===== src/rtl/baud_tick_generator_if.sv =====
// Control/status bundle between the baud tick generator and the UART engines.
// The master drives divisor programming and phase control; the generator returns the tick strobes.
interface baud_tick_if #(
    parameter int DIV_W  = 16,
    parameter int FRAC_W = 4,
    parameter int PH_W   = 4
);
    logic              en;
    logic [DIV_W-1:0]  div_int;
    logic [FRAC_W-1:0] div_frac;
    logic              div_load;
    logic              rx_restart;
    logic              rx_tick;
    logic              tx_tick;
    logic [PH_W-1:0]   os_phase;
    logic              div_err;

    modport master (
        output en, div_int, div_frac, div_load, rx_restart,
        input  rx_tick, tx_tick, os_phase, div_err
    );

    modport slave (
        input  en, div_int, div_frac, div_load, rx_restart,
        output rx_tick, tx_tick, os_phase, div_err
    );
endinterface


===== src/rtl/baud_tick_generator.sv =====
// Fractional-N baud tick generator: oversampled rx_tick and bit-rate tx_tick clock enables,
// with a shadow-buffered runtime divisor and start-bit re-phasing via rx_restart.
module baud_tick_generator #(
    parameter int CLK_FREQ    = 10_000_000,
    parameter int OVERSAMPLE  = 16,
    parameter int DIV_W       = 16,
    parameter int FRAC_W      = 4,
    parameter int DEFAULT_DIV = 65,
    localparam int PH_W       = $clog2(OVERSAMPLE)
) (
    input  logic          clk,
    input  logic          rst,
    baud_tick_if.slave    bus
);

    // Reject parameterisations the counter arithmetic cannot honour.
    if (OVERSAMPLE < 2 || DEFAULT_DIV < 2 || CLK_FREQ <= 0) begin : g_param_check
        $error("baud_tick_generator: illegal parameter set");
    end

    logic [DIV_W-1:0]  cnt_r;
    logic [FRAC_W-1:0] acc_r;
    logic [PH_W-1:0]   os_cnt_r;
    logic [DIV_W-1:0]  act_int_r;
    logic [FRAC_W-1:0] act_frac_r;
    logic [DIV_W-1:0]  sh_int_r;
    logic [FRAC_W-1:0] sh_frac_r;
    logic              pend_r;
    logic              rx_tick_r;
    logic              tx_tick_r;
    logic              div_err_r;

    logic [DIV_W-1:0]  sel_int_s;
    logic [FRAC_W-1:0] sel_frac_s;
    logic [DIV_W-1:0]  rs_int_s;
    logic [FRAC_W-1:0] rs_frac_s;
    logic [FRAC_W:0]   frac_sum_s;
    logic              load_ok_s;
    logic              boundary_s;
    logic              os_wrap_s;

    // Divisor selection for the period boundary and for a restart (which sees a same-cycle load).
    always_comb begin
        sel_int_s  = act_int_r;
        sel_frac_s = act_frac_r;
        rs_int_s   = act_int_r;
        rs_frac_s  = act_frac_r;
        load_ok_s  = bus.div_load && (bus.div_int >= DIV_W'(2));
        if (pend_r) begin
            sel_int_s  = sh_int_r;
            sel_frac_s = sh_frac_r;
        end else begin
            sel_int_s  = act_int_r;
            sel_frac_s = act_frac_r;
        end
        if (load_ok_s) begin
            rs_int_s  = bus.div_int;
            rs_frac_s = bus.div_frac;
        end else begin
            rs_int_s  = sel_int_s;
            rs_frac_s = sel_frac_s;
        end
        frac_sum_s = {1'b0, acc_r} + {1'b0, sel_frac_s};
        boundary_s = bus.en && (cnt_r == {DIV_W{1'b0}});
        os_wrap_s  = (os_cnt_r == PH_W'(OVERSAMPLE - 1));
    end

    // Period counter, fractional accumulator, oversample phase, divisor registers and strobes.
    always_ff @(posedge clk or negedge rst) begin
        if (!rst) begin
            cnt_r      <= DIV_W'(DEFAULT_DIV - 1);
            acc_r      <= {FRAC_W{1'b0}};
            os_cnt_r   <= {PH_W{1'b0}};
            act_int_r  <= DIV_W'(DEFAULT_DIV);
            act_frac_r <= {FRAC_W{1'b0}};
            sh_int_r   <= DIV_W'(DEFAULT_DIV);
            sh_frac_r  <= {FRAC_W{1'b0}};
            pend_r     <= 1'b0;
            rx_tick_r  <= 1'b0;
            tx_tick_r  <= 1'b0;
            div_err_r  <= 1'b0;
        end else begin
            if (bus.rx_restart) begin
                act_int_r  <= rs_int_s;
                act_frac_r <= rs_frac_s;
                pend_r     <= 1'b0;
                cnt_r      <= rs_int_s - DIV_W'(1);
                acc_r      <= {FRAC_W{1'b0}};
                os_cnt_r   <= {PH_W{1'b0}};
                rx_tick_r  <= 1'b0;
                tx_tick_r  <= 1'b0;
            end else if (boundary_s) begin
                // The accumulator carry stretches this period by one clock.
                cnt_r      <= sel_int_s - DIV_W'(1)
                              + {{(DIV_W-1){1'b0}}, frac_sum_s[FRAC_W]};
                acc_r      <= frac_sum_s[FRAC_W-1:0];
                act_int_r  <= sel_int_s;
                act_frac_r <= sel_frac_s;
                pend_r     <= 1'b0;
                rx_tick_r  <= 1'b1;
                tx_tick_r  <= os_wrap_s;
                os_cnt_r   <= os_wrap_s ? {PH_W{1'b0}} : (os_cnt_r + PH_W'(1));
            end else if (bus.en) begin
                cnt_r      <= cnt_r - DIV_W'(1);
                rx_tick_r  <= 1'b0;
                tx_tick_r  <= 1'b0;
            end else begin
                rx_tick_r  <= 1'b0;
                tx_tick_r  <= 1'b0;
            end

            if (load_ok_s) begin
                sh_int_r  <= bus.div_int;
                sh_frac_r <= bus.div_frac;
                pend_r    <= ~bus.rx_restart;
                div_err_r <= 1'b0;
            end else if (bus.div_load) begin
                div_err_r <= 1'b1;
            end else begin
                div_err_r <= div_err_r;
            end
        end
    end

    assign bus.rx_tick  = rx_tick_r;
    assign bus.tx_tick  = tx_tick_r;
    assign bus.os_phase = os_cnt_r;
    assign bus.div_err  = div_err_r;

endmodule


===== src/flat_wrapper.sv =====
// flat-port wrapper written by rule: the top's interface ports become plain ports
module baud_tick_generator_flat 
#(
    parameter int CLK_FREQ    = 10_000_000,
    parameter int OVERSAMPLE  = 16,
    parameter int DIV_W       = 16,
    parameter int FRAC_W      = 4,
    parameter int DEFAULT_DIV = 65,
    localparam int PH_W       = $clog2(OVERSAMPLE)
)
  (clk, rst, bus_en, bus_div_int, bus_div_frac, bus_div_load, bus_rx_restart, bus_rx_tick, bus_tx_tick, bus_os_phase, bus_div_err);
  baud_tick_if #(.DIV_W(DIV_W), .FRAC_W(FRAC_W)) bus_i ();
  input  logic clk;
  input  logic rst;
  input wire logic [$bits(bus_i.en)-1:0] bus_en;
  input wire logic [$bits(bus_i.div_int)-1:0] bus_div_int;
  input wire logic [$bits(bus_i.div_frac)-1:0] bus_div_frac;
  input wire logic [$bits(bus_i.div_load)-1:0] bus_div_load;
  input wire logic [$bits(bus_i.rx_restart)-1:0] bus_rx_restart;
  output wire logic [$bits(bus_i.rx_tick)-1:0] bus_rx_tick;
  output wire logic [$bits(bus_i.tx_tick)-1:0] bus_tx_tick;
  output wire logic [$bits(bus_i.os_phase)-1:0] bus_os_phase;
  output wire logic [$bits(bus_i.div_err)-1:0] bus_div_err;
  assign bus_i.en = bus_en;
  assign bus_i.div_int = bus_div_int;
  assign bus_i.div_frac = bus_div_frac;
  assign bus_i.div_load = bus_div_load;
  assign bus_i.rx_restart = bus_rx_restart;
  assign bus_rx_tick = bus_i.rx_tick;
  assign bus_tx_tick = bus_i.tx_tick;
  assign bus_os_phase = bus_i.os_phase;
  assign bus_div_err = bus_i.div_err;
  baud_tick_generator #(.CLK_FREQ(CLK_FREQ), .OVERSAMPLE(OVERSAMPLE), .DIV_W(DIV_W), .FRAC_W(FRAC_W), .DEFAULT_DIV(DEFAULT_DIV)) u_core (.clk(clk), .rst(rst), .bus(bus_i));
endmodule

===== config.mk =====
export PLATFORM = sky130hd
export DESIGN_NAME = baud_tick_generator_flat
export DESIGN_NICKNAME = d
export VERILOG_FILES = /design/src/rtl/baud_tick_generator_if.sv /design/src/rtl/baud_tick_generator.sv /design/src/flat_wrapper.sv
export SDC_FILE = /design/constraint.sdc
export NUM_CORES = 1
export LEC_CHECK = 0
export ABC_AREA = 1
export BUFFER_PORTS_ARGS = -buffer_cell sky130_fd_sc_hd__clkbuf_2
export CAP_MARGIN = 20
export CORE_UTILIZATION = 30
export CTS_CLUSTER_SIZE = 10
export DETAILED_ROUTE_END_ITERATION = 6
export GPL_TIMING_DRIVEN = 0
export MAX_ROUTING_LAYER = met4
export PLACE_DENSITY = 0.49
export SLEW_MARGIN = 40
export SYNTH_ARGS = -nofsm -noshare
export SYNTH_HDL_FRONTEND = slang
export SYNTH_SLANG_ARGS = --single-unit

===== constraint.sdc =====
create_clock -name clk -period 7.2 [get_ports clk]
set_input_delay 0.72 -clock clk [delete_from_list [all_inputs] [get_ports clk]]
set_output_delay 0.72 -clock clk [all_outputs]
set_load 0.03 [all_outputs]

==> results.json, run 1 <==
{
  "p_comb_share_pct": 26.4,
  "synth_fa_ha_area_share_pct": 2.717,
  "required_ns": 7.48,
  "final.setup_skew_ns": 0.009011,
  "cts.clk_slew.worst_paths_ns": 0.06,
  "wirelength_met1_um": 7274,
  "core-area_um2": 15890,
  "postSynthCellCount": 667,
  "layout-drive-gt1-share_pct": 20.08,
  "setup_violations": 0,
  "grt_pass1_vias": 4700,
  "arrival_ns": 4.32,
  "slowest_delay_ns": 0.41,
  "slew_headroom_pct": 55.99,
  "clock-sinks": 68,
  "p_sw_uw": 421.2,
  "fmaxAchievable_mhz": 247.5,
  "cts_buffers": 9,
  "yosys.area_share.simple_pct": 35.08,
  "critical_path_buf_inv_count": 4,
  "syn_area_per_cell_um2": 7.320,
  "die_height_um": 129.6,
  "period_share_pct": 56.11,
  "ys_warn_count": 0,
  "place_congestion": 0.9197,
  "asyncSetResetFlopFracSynth_pct": 100.0,
  "switching_share_pct": 32.89,
  "path_common_cell": "nand2_1",
  "first_iter_violations": 267,
  "start_kind": "flop",
  "drv_slew": 0,
  "cts_tree": "built",
  "synth_top_family_by_area": "simple AND/OR/NAND/NOR gates",
  "viasPerCell": 4.892,
  "ys_ff_latch": 68,
  "cp_top_family": "adder cells",
  "top_layer": "met4",
  "grt_max_degree": 37,
  "clkPwrFrac_pct": 37.9,
  "postLayoutCoreUtil_pct": 35.58,
  "synth_edf_count": 0,
  "intPower_uw": 859.2,
  "power-per-cell-area_nw_per_um2": 226.5,
  "wl_met2_um": 6998,
  "num_vias": 4540,
  "power_frac_seq_pct": 35.7,
  "clk_latency_ns": 0.34,
  "rows": 46,
  "grtUsageTotal_pct": 20.18,
  "cts.htree.levels": 3,
  "fill_cells": 1748,
  "crit_chain": "buf_6 -> buf_2 -> nand2_1 -> o21ai_0 -> inv_1 -> ha_1 -> fa_1 -> nand2_1 -> nand2_1 -> a21oi_1 -> ha_1 -> ha_1 -> inv_1 -> nor3_1 -> nand2_1 -> xnor2_1 -> a21oi_1 -> o21ai_1 -> nand2_1 -> nand2_1",
  "status": "completed",
  "grt_pass1_wl_um": 24520,
  "diodes": 0,
  "setup_tns_ns": 0,
  "regArea_um2": 1708,
  "p_total_uw": 1280,
  "hp-class": "primary input to asynchronous set/reset pin",
  "synth-compound-area-share_pct": 12.99,
  "syn_area_um2": 4882,
  "portBuffers": 29,
  "grt_overflow": 0,
  "ant_nets": 0,
  "cp_slowest_cell": "dfrtp_1",
  "drcViolationCount": 0,
  "antenna_found_initial": 0,
  "ctsHoldBuffers": 0,
  "cts_root_buffer": "clkbuf_16",
  "yosysSeqAreaShare_pct": 34.98,
  "cts_buffer_depth": 2,
  "die_x_um": 129.6,
  "synthXorXnorAreaFrac_pct": 4.305,
  "synthMuxAreaShare_pct": 0.4100,
  "cap_viol_max_count": 0,
  "avgRoutedWirePerCell_um": 16.20,
  "synth_cell_types": 46,
  "syn2layout_area_growth_pct": 15.76,
  "hold_viol": 0,
  "end_kind": "flop",
  "hpwl_um": 11860,
  "io_pins": 32,
  "criticalPathCategory": "flop to flop",
  "rsz0062_at_grt": "no",
  "ir_drop_uv": 108.2,
  "firstDrtPassIters": 5,
  "min_period_ns": 4.040,
  "routed_wl_um": 15030,
  "cts_resized": 0,
  "dr_wl_met3_um": 476,
  "p_leak_uw": 0.002744,
  "synth_ff_type": "dfrtp_1",
  "worst_pin_slew_ns": 0.6601,
  "cp_max_fo": 10,
  "floorplan.initialDensity_pct": 30.73,
  "nets": 743,
  "dieArea_um2": 16790,
  "cts_setup_buffers": 0,
  "syn_nets": 702,
  "multi_input_area_um2": 2710
}
==> power groups by stage <==
stage                     Sequential (uW)  Combinational [uW]  Clock [uW]
after floorplan                       456                 246           0
after global placement                462                 333           0
after detailed placement              463                 338           0
after CTS                             456                 339         501
after global routing                  462                 382         516
final                                 457                 338         485
==> layout by cell type (no fill, tap or decap), types with 11 or more instances in the layout <==
cell type / instances
dfrtp_1: 63
clkbuf_2: 29
nor2_2: 11
a21oi_1: 14
o221ai_1: 12
nand2_2: 16
nand3_1: 48
nand2_1: 170
o21ai_0: 33
xor2_1: 21
inv_1: 75
nor2_1: 71
==> per-stage QoR <==
step / hold WS (ns) / worst slack, ns / cells / area [um2]
after floorplan: 0.4244 / 4.004 / 667 / 4882
after global placement: 0.4564 / 3.145 / 912 / 5298
after detailed placement: 0.4584 / 3.112 / 913 / 5326
after CTS: 0.2680 / 3.090 / 928 / 5652
after global routing: 0.2777 / 2.761 / 928 / 5652
final: 0.2685 / 3.160 / 928 / 5652
==> worst reg2reg max path, stage by stage (launching register included) <==
cell and delay [ns]:
dfrtp_1 0.41, buf_6 0.19, buf_2 0.30, nand2_1 0.10, o21ai_0 0.12, inv_1 0.08, ha_1 0.21, fa_1 0.38
nand2_1 0.10, nand2_1 0.06, a21oi_1 0.31, ha_1 0.28, ha_1 0.21, inv_1 0.09, nor3_1 0.36, nand2_1 0.15
xnor2_1 0.26, a21oi_1 0.11, o21ai_1 0.13, nand2_1 0.08, nand2_1 0.06
==> final cells by class <==
type	count	share of cell area, %
multi-input cells	492	47.95
clock buffers	11	4.472
flip-flops and latches	68	30.22
plain buffers	23	2.634
clock inverters	4	1.284
inverters	84	5.579
well taps	216	4.782
repair buffers	30	3.077
==> flip-flops by register name (all words and copies together), names as in the netlist <==
signal and cells:
u_core.act_int_r 16, u_core.sh_frac_r 4, u_core.sh_int_r 16, u_core.bus.tx_tick 1, u_core.cnt_r 16, u_core.act_frac_r 4
u_core.acc_r 4, u_core.bus.div_err 1, u_core.pend_r 1, u_core.bus.os_phase 4, u_core.bus.rx_tick 1
==> final timing paths <==
kind                                                start                             end  slack (ns)  cells past startpoint
setup / recovery                u_core.pend_r$_DFFE_PN0P_    u_core.cnt_r[12]$_DFFE_PN0P_        3.16                     20
hold / removal                                        rst    u_core.bus.rx_tick$_DFF_PN0_        0.27                      1
setup reg to reg                u_core.pend_r$_DFFE_PN0P_    u_core.cnt_r[12]$_DFFE_PN0P_        3.16                     20
hold reg to reg            u_core.sh_int_r[4]$_DFFE_PN0P_  u_core.sh_int_r[4]$_DFFE_PN0P_        0.47                      2
max in group asynchronous                             rst     u_core.cnt_r[6]$_DFFE_PN1P_        6.37                      2
min in group clk           u_core.sh_int_r[4]$_DFFE_PN0P_  u_core.sh_int_r[4]$_DFFE_PN0P_        0.47                      2
==> Yosys cell counts, types with 5 or more instances <==
cell	n	area share (%)
o221ai_1	12	2.2
nand3_2	6	1.2
buf_6	6	1.4
dfrtp_1	63	32
nand2_2	16	2.1
o21ai_0	33	3.4
nand3_1	48	4.9
nor3_1	5	0.51
clkbuf_1	7	0.54
nand2_4	9	2.1
nand4_1	7	0.90
o21ai_1	7	0.72
xor2_1	21	3.8
nor2_4	8	1.8
buf_2	7	0.72
inv_1	75	5.8
a21oi_1	14	1.4
nand2_1	170	13
o21ai_2	9	1.6
dfstp_2	5	2.7
nor2_1	71	5.5
o211ai_1	7	1.1
nor2_2	11	1.4
inv_2	9	0.69
ha_1	9	2.3
==> kinds of logic (layout without fill, tap and decap cells) <==
logic type | Yosys count | after routing
DFF | 68 | 68
adders and majority gates | 10 | 10
buffers and inverters | 107 | 152
muxes | 2 | 2
AOI/OAI and AO/OA | 98 | 98
and+or+nand+nor | 358 | 358
xor gates and xnor gates | 24 | 24
==> per-layer routing <==
metal / up-vias / track usage [%]
met5: - / -
met4: 0 / 6.635
met3: 22 / 3.964
met2: 78 / 32.43
met1: 2201 / 25.31
li1: 2239 / -
(Power assumes the default switching activity.)
==> run 2, diff against run 1 <==
- PLACE_DENSITY: 0.49 -> 0.51
- clock period: 7.2 -> 3.3 ns (I/O delays scaled with it)
==> results.json, run 2 (synthesis gave the netlist of run 1 again) <==
{
  "grt_pass1_vias": 4581,
  "setup_ws_ns": 0.1568,
  "min_to": "u_core.sh_frac_r[2]$_DFFE_PN0P_",
  "dp_slack_ns": -0.7161,
  "arrival_ns": 3.38,
  "setup_tns_ns": 0,
  "ir_drop_uv": 261.2,
  "postLayoutCoreUtil_pct": 36.48,
  "rsz0062_at_grt": "no",
  "num_vias": 4559,
  "cts.clk_slew.worst_paths_ns": 0.06,
  "fin_worst_hold_slack_ns": 0.2191,
  "hp-class": "primary input to flop",
  "ant_nets": 0,
  "hp-start": "bus_div_frac[2]",
  "floorplan.initialDensity_pct": 30.73,
  "min_period_ns": 3.143,
  "required_ns": 3.54,
  "r2r-end": "u_core.cnt_r[8]$_DFFE_PN0P_",
  "fill_cells": 1698,
  "final_cell_mix": "nand2_1, inv_1, nor2_1, dfrtp_1, nand3_1",
  "core-area_um2": 15890,
  "start_kind": "flop",
  "grtUsageTotal_pct": 19.88,
  "avgRoutedWirePerCell_um": 15.97,
  "diodes": 0,
  "drv_slew": 0,
  "antenna_found_initial": 0,
  "portBuffers": 29,
  "cts_buffers": 9,
  "cts_buffer_depth": 2,
  "final_common_cell": "nand2_1",
  "r2r_cells": 18,
  "layout-drive-gt1-share_pct": 22.36,
  "rows": 46,
  "slew_headroom_pct": 53.74,
  "period_share_pct": 95.25,
  "clock-sinks": 68,
  "firstDrtPassIters": 5,
  "final.setup_skew_ns": 0.007193,
  "grt_overflow": 0,
  "die_x_um": 129.6,
  "first_iter_violations": 308,
  "hpwl_um": 11630,
  "cts_tree": "built",
  "hold_depth": 3,
  "die_height_um": 129.6,
  "criticalPathCategory": "flop to flop",
  "cts.htree.levels": 3,
  "worst_pin_slew_ns": 0.6939,
  "clk_latency_ns": 0.35,
  "cap_viol_max_count": 0,
  "routed_wl_um": 14950,
  "nets": 750,
  "drcViolationCount": 0,
  "io_pins": 32,
  "place_congestion": 0.9260,
  "syn2layout_area_growth_pct": 18.68,
  "cp_max_fo": 14,
  "setup_violations": 0,
  "cts_root_buffer": "clkbuf_16",
  "r2r-start": "u_core.pend_r$_DFFE_PN0P_",
  "fmaxAchievable_mhz": 318.1,
  "reg.largest.list": "u_core.act_int_r (16), u_core.cnt_r (16), u_core.sh_int_r (16)",
  "grt_pass1_wl_um": 23980,
  "end_kind": "flop",
  "power-per-cell-area_nw_per_um2": 493.8,
  "p_leak_uw": 0.002802,
  "r2r_slack_ns": 0.16,
  "status": "completed",
  "viasPerCell": 4.871,
  "p_total_uw": 2861,
  "dieArea_um2": 16790,
  "hold_viol": 0,
  "grt_max_degree": 36
}
==> run 2: changes by cell type in the layout (fill, tap and decap cells not counted), sizes merged <==
cell / before / now
buf: 16 / 22
clkinv: 1 / 2
dlygate4sd3: 0 / 1
clkbuf: 48 / 49
clkinvlp: 1 / 0
==> run 2: how the worst max path moves through the flow <==
stage / to / slack (ns) / depth (start not counted) / startpoint
after floorplan: u_core.cnt_r[8]$_DFFE_PN0P_ / 0.10 / 19 / u_core.pend_r$_DFFE_PN0P_
after global placement: u_core.cnt_r[12]$_DFFE_PN0P_ / -0.68 / 20 / u_core.pend_r$_DFFE_PN0P_
after detailed placement: u_core.cnt_r[12]$_DFFE_PN0P_ / -0.72 / 19 / u_core.pend_r$_DFFE_PN0P_
after CTS: u_core.cnt_r[12]$_DFFE_PN0P_ / 0.03 / 18 / u_core.pend_r$_DFFE_PN0P_
after global routing: u_core.cnt_r[8]$_DFFE_PN0P_ / 0.009 / 18 / u_core.pend_r$_DFFE_PN0P_
final: u_core.cnt_r[8]$_DFFE_PN0P_ / 0.16 / 18 / u_core.pend_r$_DFFE_PN0P_
==> run 2: final cells by class <==
type,count,area (um2),share of cell area (%)
clock buffer,12,266.5,4.599
timing repair buffer,38,236.5,4.081
buffer,22,152.6,2.634
sequential,68,1709,29.50
tap,216,270.3,4.664
clock inverter,4,70.07,1.209
multi-input combinational,492,2774,47.87
inverter,84,315.3,5.442
==> run 2: report_power, final <==
| part | internal (uW) | total (uW) | leakage (uW) | switching (uW) |
|---|---|---|---|---|
| clock network | 721 | 1100 | 0.000169 | 378 |
| registers | 933 | 999 | 0.000837 | 65.8 |
| logic | 266 | 765 | 0.00180 | 499 |
| total | 1920 | 2860 | 0.00280 | 942 |
==> run 2: what timing repair did <==
action / in CTS / in global routing
gates cloned: 0 / 0
endpoints found under the hold margin: 29 / 0
endpoints found under the setup margin: 12 / 6
hold buffers: 1 / 0
buffers inserted: 0 / 7
resized for setup: 12 / 6
pin swaps: 2 / 3
==> run 2: critical path, stage by stage, from the launching register on <==
cell	delay, ns
dfrtp_2	0.42
buf_12	0.15
buf_4	0.13
mux2i_1	0.14
inv_1	0.11
fa_2	0.36
nand2_1	0.09
nand2_1	0.09
a21oi_4	0.21
ha_4	0.18
ha_2	0.20
inv_2	0.06
nor3_4	0.23
nand3_1	0.12
xor2_1	0.17
nor2_1	0.10
nor3_1	0.05
a21oi_1	0.11
nand2_1	0.06
==> run 2: metal layers <==
layer	up-vias	global-route usage [%]	wire length, um
li1	2248	-	-
met1	2154	24.99	7099
met2	122	31.30	6778
met3	35	3.592	675
met4	0	8.345	394
met5	-	-	0
==> run 2: stage by stage <==
stage | area (um2) | instances
after floorplan | 4882 | 667
after global placement | 5298 | 912
after detailed placement | 5326 | 913
after CTS | 5724 | 929
after global routing | 5794 | 936
final | 5794 | 936
